File: src/rtl/layer_compositor_pkg.sv
`timescale 1ns/1ps
// -----------------------------------------------------------------------------
// layer_compositor_pkg
// Shared definitions for the layer compositor slice:
//   - blend mode encoding carried on mode_priority
//   - channel positions inside a packed {r,g,b} pixel
//   - helper that locates a layer inside the flat layer_rgb bus
// No ports; imported by layer_compositor and layer_priority_mux.
// -----------------------------------------------------------------------------
package layer_compositor_pkg;

    // Encoding of the mode_priority input
    typedef enum logic {
        MODE_OR   = 1'b0,
        MODE_PRIO = 1'b1
    } blend_mode_e;

    // Number of colour channels in one pixel
    localparam int RGB_CH = 3;

    // Channel slot inside a packed pixel, in units of COLOR_W: {r,g,b}
    localparam int CH_R = 2;
    localparam int CH_G = 1;
    localparam int CH_B = 0;

    // Lowest bit of layer 'layer' inside the flat layer_rgb bus
    function automatic int rgbLsb(input int layer, input int colorW);
        return layer * RGB_CH * colorW;
    endfunction

endpackage

File: src/rtl/layer_compositor_priority_mux.sv
`timescale 1ns/1ps
// -----------------------------------------------------------------------------
// layer_priority_mux
// Combinational core of the compositor. From the effective coverage vector
// and the packed layer colours it produces both candidate colours and the
// foreground collision flag; the top level chooses between the colours.
// Ports:
//   i_eff      [NUM_LAYERS]            layer_en & layer_opaque, per layer
//   i_rgb      [NUM_LAYERS*3*COLOR_W]  layer i at rgbLsb(i) +: 3*COLOR_W
//   o_orRgb    [3*COLOR_W]             OR of every covering layer
//   o_prioRgb  [3*COLOR_W]             colour of highest covering layer, 0 if none
//   o_collide  [1]                     two or more covering layers with index >= 1
// -----------------------------------------------------------------------------
module layer_priority_mux
    import layer_compositor_pkg::*;
#(
    parameter int NUM_LAYERS = 3,
    parameter int COLOR_W    = 1
)
(
    input  logic [NUM_LAYERS-1:0]                 i_eff,
    input  logic [NUM_LAYERS*RGB_CH*COLOR_W-1:0]  i_rgb,
    output logic [RGB_CH*COLOR_W-1:0]             o_orRgb,
    output logic [RGB_CH*COLOR_W-1:0]             o_prioRgb,
    output logic                                  o_collide
);

    localparam int PIX_W = RGB_CH * COLOR_W;

    logic [PIX_W-1:0] w_orRgb;
    logic [PIX_W-1:0] w_prioRgb;
    logic             w_seenFg;
    logic             w_collide;

    // Walk the layers from background upwards. Later (higher) covering
    // layers overwrite the priority colour, so the top one wins. A collision
    // is the second covering foreground layer; layer 0 is never counted.
    always_comb begin
        w_orRgb   = '0;
        w_prioRgb = '0;
        w_seenFg  = 1'b0;
        w_collide = 1'b0;
        for (int i = 0; i < NUM_LAYERS; i++) begin
            if (i_eff[i]) begin
                w_orRgb   = w_orRgb | i_rgb[rgbLsb(i, COLOR_W) +: PIX_W];
                w_prioRgb = i_rgb[rgbLsb(i, COLOR_W) +: PIX_W];
                if (i >= 1) begin
                    if (w_seenFg) begin
                        w_collide = 1'b1;
                    end
                    w_seenFg = 1'b1;
                end
            end
        end
    end

    assign o_orRgb   = w_orRgb;
    assign o_prioRgb = w_prioRgb;
    assign o_collide = w_collide;

endmodule

File: src/rtl/layer_compositor.sv
`timescale 1ns/1ps
// -----------------------------------------------------------------------------
// layer_compositor
// Two-stage pipelined compositor between the layer generators and the VGA
// output buffer. Stage 1 registers the inputs, stage 2 registers the
// composited pixel and the collision bookkeeping; every output appears
// exactly two cycles after its input pixel.
// Ports:
//   clk, rst                 clock, synchronous active-high reset
//   pix_valid, blank         pixel qualifier, blanking (forces black)
//   frame_start              pulse on the first pixel of a frame
//   mode_priority            0 = OR blend, 1 = top covering layer wins
//   layer_en, layer_opaque   per-layer enable and coverage
//   layer_rgb                packed {r,g,b} per layer, layer 0 lowest
//   r_out, g_out, b_out      composited colour
//   out_valid                pix_valid delayed by two cycles
//   coll_pulse               colliding pixel marker, aligned with the colour
//   coll_frame               sticky collision flag for the current frame
//   coll_count_last          colliding-pixel count of the previous frame
// -----------------------------------------------------------------------------
module layer_compositor
    import layer_compositor_pkg::*;
#(
    parameter int NUM_LAYERS = 3,
    parameter int COLOR_W    = 1,
    parameter int CNT_W      = 8
)
(
    input  logic                                  clk,
    input  logic                                  rst,
    input  logic                                  pix_valid,
    input  logic                                  blank,
    input  logic                                  frame_start,
    input  logic                                  mode_priority,
    input  logic [NUM_LAYERS-1:0]                 layer_en,
    input  logic [NUM_LAYERS-1:0]                 layer_opaque,
    input  logic [NUM_LAYERS*RGB_CH*COLOR_W-1:0]  layer_rgb,
    output logic [COLOR_W-1:0]                    r_out,
    output logic [COLOR_W-1:0]                    g_out,
    output logic [COLOR_W-1:0]                    b_out,
    output logic                                  out_valid,
    output logic                                  coll_pulse,
    output logic                                  coll_frame,
    output logic [CNT_W-1:0]                      coll_count_last
);

    localparam int             PIX_W   = RGB_CH * COLOR_W;
    localparam logic [CNT_W-1:0] CNT_MAX = '1;

    // Stage 1 registers
    logic                                  r_pixValid;
    logic                                  r_blank;
    logic                                  r_frameStart;
    blend_mode_e                           r_mode;
    logic [NUM_LAYERS-1:0]                 r_eff;
    logic [NUM_LAYERS*PIX_W-1:0]           r_rgb;

    // Stage 2 registers
    logic [PIX_W-1:0]                      r_pixOut;
    logic                                  r_outValid;
    logic                                  r_collPulse;
    logic                                  r_collFrame;
    logic [CNT_W-1:0]                      r_collCount;
    logic [CNT_W-1:0]                      r_collCountLast;

    // Stage 2 combinational results
    logic [PIX_W-1:0]                      w_orRgb;
    logic [PIX_W-1:0]                      w_prioRgb;
    logic                                  w_collide;
    logic                                  w_active;
    logic                                  w_hit;
    logic [PIX_W-1:0]                      w_pixNext;
    logic [CNT_W-1:0]                      w_countInc;

    // Stage 1: capture the pixel. Enable and coverage are folded into the
    // effective coverage vector here, so mode and enable changes take effect
    // on a per-pixel basis with no partial-update glitch.
    always_ff @(posedge clk) begin
        if (rst) begin
            r_pixValid   <= 1'b0;
            r_blank      <= 1'b0;
            r_frameStart <= 1'b0;
            r_mode       <= MODE_OR;
            r_eff        <= '0;
            r_rgb        <= '0;
        end else begin
            r_pixValid   <= pix_valid;
            r_blank      <= blank;
            r_frameStart <= frame_start;
            r_mode       <= blend_mode_e'(mode_priority);
            r_eff        <= layer_en & layer_opaque;
            r_rgb        <= layer_rgb;
        end
    end

    layer_priority_mux #(
        .NUM_LAYERS (NUM_LAYERS),
        .COLOR_W    (COLOR_W)
    ) u_mux (
        .i_eff      (r_eff),
        .i_rgb      (r_rgb),
        .o_orRgb    (w_orRgb),
        .o_prioRgb  (w_prioRgb),
        .o_collide  (w_collide)
    );

    // Only a valid pixel outside blanking shows colour or can collide.
    // The counter holds at its maximum rather than wrapping.
    always_comb begin
        w_active   = r_pixValid & ~r_blank;
        w_hit      = w_active & w_collide;
        w_pixNext  = '0;
        if (w_active) begin
            w_pixNext = (r_mode == MODE_PRIO) ? w_prioRgb : w_orRgb;
        end
        w_countInc = (r_collCount == CNT_MAX) ? r_collCount : r_collCount + CNT_W'(1);
    end

    // Stage 2: register the composited pixel and its qualifiers
    always_ff @(posedge clk) begin
        if (rst) begin
            r_pixOut    <= '0;
            r_outValid  <= 1'b0;
            r_collPulse <= 1'b0;
        end else begin
            r_pixOut    <= w_pixNext;
            r_outValid  <= r_pixValid;
            r_collPulse <= w_hit;
        end
    end

    // Per-frame collision bookkeeping. The pixel carrying frame_start opens
    // the new frame: the finished frame's count is published without it, and
    // the new count and sticky flag start from this pixel's own collision.
    // frame_start acts even when the pixel is invalid (w_hit is then 0).
    always_ff @(posedge clk) begin
        if (rst) begin
            r_collCount     <= '0;
            r_collCountLast <= '0;
            r_collFrame     <= 1'b0;
        end else if (r_frameStart) begin
            r_collCountLast <= r_collCount;
            r_collCount     <= CNT_W'(w_hit);
            r_collFrame     <= w_hit;
        end else if (w_hit) begin
            r_collCount     <= w_countInc;
            r_collFrame     <= 1'b1;
        end
    end

    assign r_out           = r_pixOut[CH_R*COLOR_W +: COLOR_W];
    assign g_out           = r_pixOut[CH_G*COLOR_W +: COLOR_W];
    assign b_out           = r_pixOut[CH_B*COLOR_W +: COLOR_W];
    assign out_valid       = r_outValid;
    assign coll_pulse      = r_collPulse;
    assign coll_frame      = r_collFrame;
    assign coll_count_last = r_collCountLast;

endmodule

File: config.mk
export PLATFORM = sky130hd
export DESIGN_NAME = layer_compositor
export DESIGN_NICKNAME = d
export VERILOG_FILES = /design/src/rtl/layer_compositor_pkg.sv /design/src/rtl/layer_compositor_priority_mux.sv /design/src/rtl/layer_compositor.sv
export SDC_FILE = /design/constraint.sdc
export NUM_CORES = 1
export LEC_CHECK = 0
export ABC_CLOCK_PERIOD_IN_PS = 1900
export BUFFER_PORTS_ARGS = -buffer_cell sky130_fd_sc_hd__buf_2
export CAP_MARGIN = 15
export CORE_MARGIN = 5
export CORE_UTILIZATION = 51
export CTS_BUF_LIST = sky130_fd_sc_hd__clkbuf_4 sky130_fd_sc_hd__clkbuf_8 sky130_fd_sc_hd__clkbuf_16
export DETAILED_ROUTE_END_ITERATION = 8
export PLACE_DENSITY = 0.88
export SYNTH_ARGS = -nofsm -noshare
export SYNTH_HDL_FRONTEND = slang
export SYNTH_SLANG_ARGS = --single-unit
File: constraint.sdc
create_clock -name clk -period 1.9 [get_ports clk]
set_input_delay 0.19 -clock clk [delete_from_list [all_inputs] [get_ports clk]]
set_output_delay 0.19 -clock clk [all_outputs]
set_load 0.005 [all_outputs]
==> qor.txt <==
Status = finished clean
Seq/Total Area, Yosys = 0.546
Min-delay src = layer_rgb[7]
Main synth FF type = dfxtp_1
Final setup vio count = 0
Syn Inst Count = 134
Fmax = 0.610 GHz
Pin count of the biggest net entering global routing = 16
DP Worst Slack = 0.305 ns
Bufs on Longest Clock Path = 2
Worst-skew pair later-pin latency = 0.34 ns
Drt via density = 5.31
Max-slew headroom = 0.646
CTS Root Cell = clkbuf_4
Synth Area per Inst = 10.4 um^2
Clock slew at reported path FFs = 0.11 ns
Antenna violations before repair = 0
Top post-synthesis cells by count = dfxtp_1, nor2_1, nor2b_1
Worst Tran Pin Value = 0.530 ns
Share of cells above drive strength 1 = 0.273
Seq cells post-synth = 38
Grt total ovfl = 0
Worst Path Required = 2.18 ns
Ant diodes = 0
Setup TNS = 0 ns
Drt first pass iters = 4
CP startpoint = r_eff[1]$_SDFF_PP0_
Final worst slack = 0.261 ns
VDD IR max = 0.688 mV
Drt initial violations = 22
Post-synth cell types = 33
Routed via count = 1078
Tmin final = 1.64 ns
Worst Setup End Kind = register
Max Cap Viol = 0
Die ar. = 3880 um^2
Final net count = 193
RSZ-0062 raised after global routing = false
Clock Sinks = 38
Per-cell routed wire length = 13.9 um
Hold Path Class = input port to register
Kind of critical path = register to register
Synth warnings = 0
Final-report max-slew violation count = 0
IO Pins = 35
Routed wire length = 2820 um
Async S/R FF share, synth = 0
Core Footprint = 2690 um^2
Fill count = 238
Routed Antenna Nets = 0
Initial Util = 0.518
Biggest area consumer among synthesized cells = dfxtp_1
Post-synth net total = 156
Reg2reg start = r_eff[1]$_SDFF_PP0_
Global-route wire length before repair = 5040 um
Cell Pwr Density = 823 nW/um^2
Gp weighted congestion = 0.844
Fin crit share = 0.863
Chip Height = 62.3 um
Final Hold Viols = 0
Hold_buf cts = 0
Post-cts resize count = 0
Arr. time, crit path = 1.92 ns
Final Skew = 0.00475 ns
Drt drc = 0
Die width = 62.3 um
Gr usage total = 0.162
Startpoint types = register
Synth Cell Area = 1390 um^2
Post-detail-place hpwl = 2180 um
Buffers on Ports = 34
Largest cells by area after synthesis = dfxtp_1, nor2b_1, mux2i_1
Critical path peak fanout = 8
Post-CTS Setup Repair Bufs = 0
H-tree depth = 2
Leak = 0.692 nW
CTS tree = done
Most numerous cell in the Yosys netlist = dfxtp_1
Synthesis-to-finish area growth = 16.7%
Cts bufs inserted = 5
Vias in the first global route = 1115
EDFF count, synth = 0
Placement row count = 19
Synth top area share = 0.546
PnR Total Power = 1.34 mW
[critical path, stage by stage, from the launching register on]
cell,delay (ns)
dfxtp_1,0.49
and4b_2,0.31
o21ai_2,0.12
or4_1,0.51
a21oi_1,0.15
[logic make-up after synthesis]
family,count (synthesis),synth area share
fa+ha+maj,1,0.00898
mux,9,0.0647
flops,38,0.546
buf+inv,6,0.0368
xor+xnor,4,0.0252
compound gates,19,0.0952
simple gates,57,0.223
[final cells by class]
cell class | instances | area, um^2 | area share
Sequential cell | 38 | 761 | 0.468
Multi-Input combinational cell | 90 | 581 | 0.357
Timing Repair Buffer | 35 | 178 | 0.109
Clock buffer | 7 | 58.8 | 0.0362
Tap cell | 31 | 38.8 | 0.0239
Clock inverter | 1 | 5.00 | 0.00308
Inverter | 1 | 3.75 | 0.00231
[final timing paths]
kind	to	slack (ns)	cells after the start
min reg2reg	coll_frame$_SDFFE_PP0P_	0.47	2
max	r_collCount[7]$_SDFFE_PP0P_	0.26	4
max reg2reg	r_collCount[7]$_SDFFE_PP0P_	0.26	4
min	r_rgb[7]$_SDFF_PP0_	0.05	2
[power by group]
group	switching (mW)	internal, mW
logic	0.0256	0.0354
registers	0.0163	0.815
clock network	0.251	0.194
[through the flow]
| step | utilization | cell area, um^2 | hold WS, ns | instances |
|---|---|---|---|---|
| finish | 0.605 | 1630 | 0.0504 | 203 |
| global route | 0.605 | 1630 | 0.0218 | 203 |
| CTS | 0.605 | 1630 | 0.0393 | 203 |
| detailed placement | 0.581 | 1560 | 0.406 | 195 |
| global placement | 0.581 | 1560 | 0.400 | 195 |
| floorplan | - | 1390 | 0.304 | 134 |
[placed cells by master, fill, tap and decap left out, drive strengths merged]
cell type  netlist  final
a22o             3      3
inv              1      1
mux2i            9      9
xor2             2      2
nor2b           17     17
nor2            20     20
xnor2            2      2
buf              0     35
nand3b           1      1
nand2            5      5
and4b            1      1
o21ai            4      4
or4              3      3
o31ai            2      2
and4             1      1
and3             1      1
nand3            2      2
dfxtp           38     38
or2              1      1
clkbuf           4      7
nand4            2      2
o211ai           1      1
a21oi            3      3
clkinv           0      1
o22ai            1      1
nor3             1      1
a22oi            3      3
a211oi           1      1
nand4b           1      1
nand2b           1      1
a2bb2oi          1      1
ha               1      1
[per-layer routing]
layer / GRT usage / vias to the layer above / routed length, um
met2: 0.271 / 28 / 1410
li1: - / 536 / -
met1: 0.179 / 505 / 1180
met4: 0.0769 / 0 / 74
met5: 0 / - / 0
met3: 0.0649 / 9 / 146
[state kept, by name, indices dropped and copies added, names as in the netlist]
register / flops
r_rgb: 9
coll_count_last: 8
r_collCount: 8
r_eff: 3
r_pixOut: 3
coll_frame: 1
coll_pulse: 1
out_valid: 1
r_blank: 1
r_frameStart: 1
r_mode: 1
r_pixValid: 1
Power figures use the tool's default switching activity.
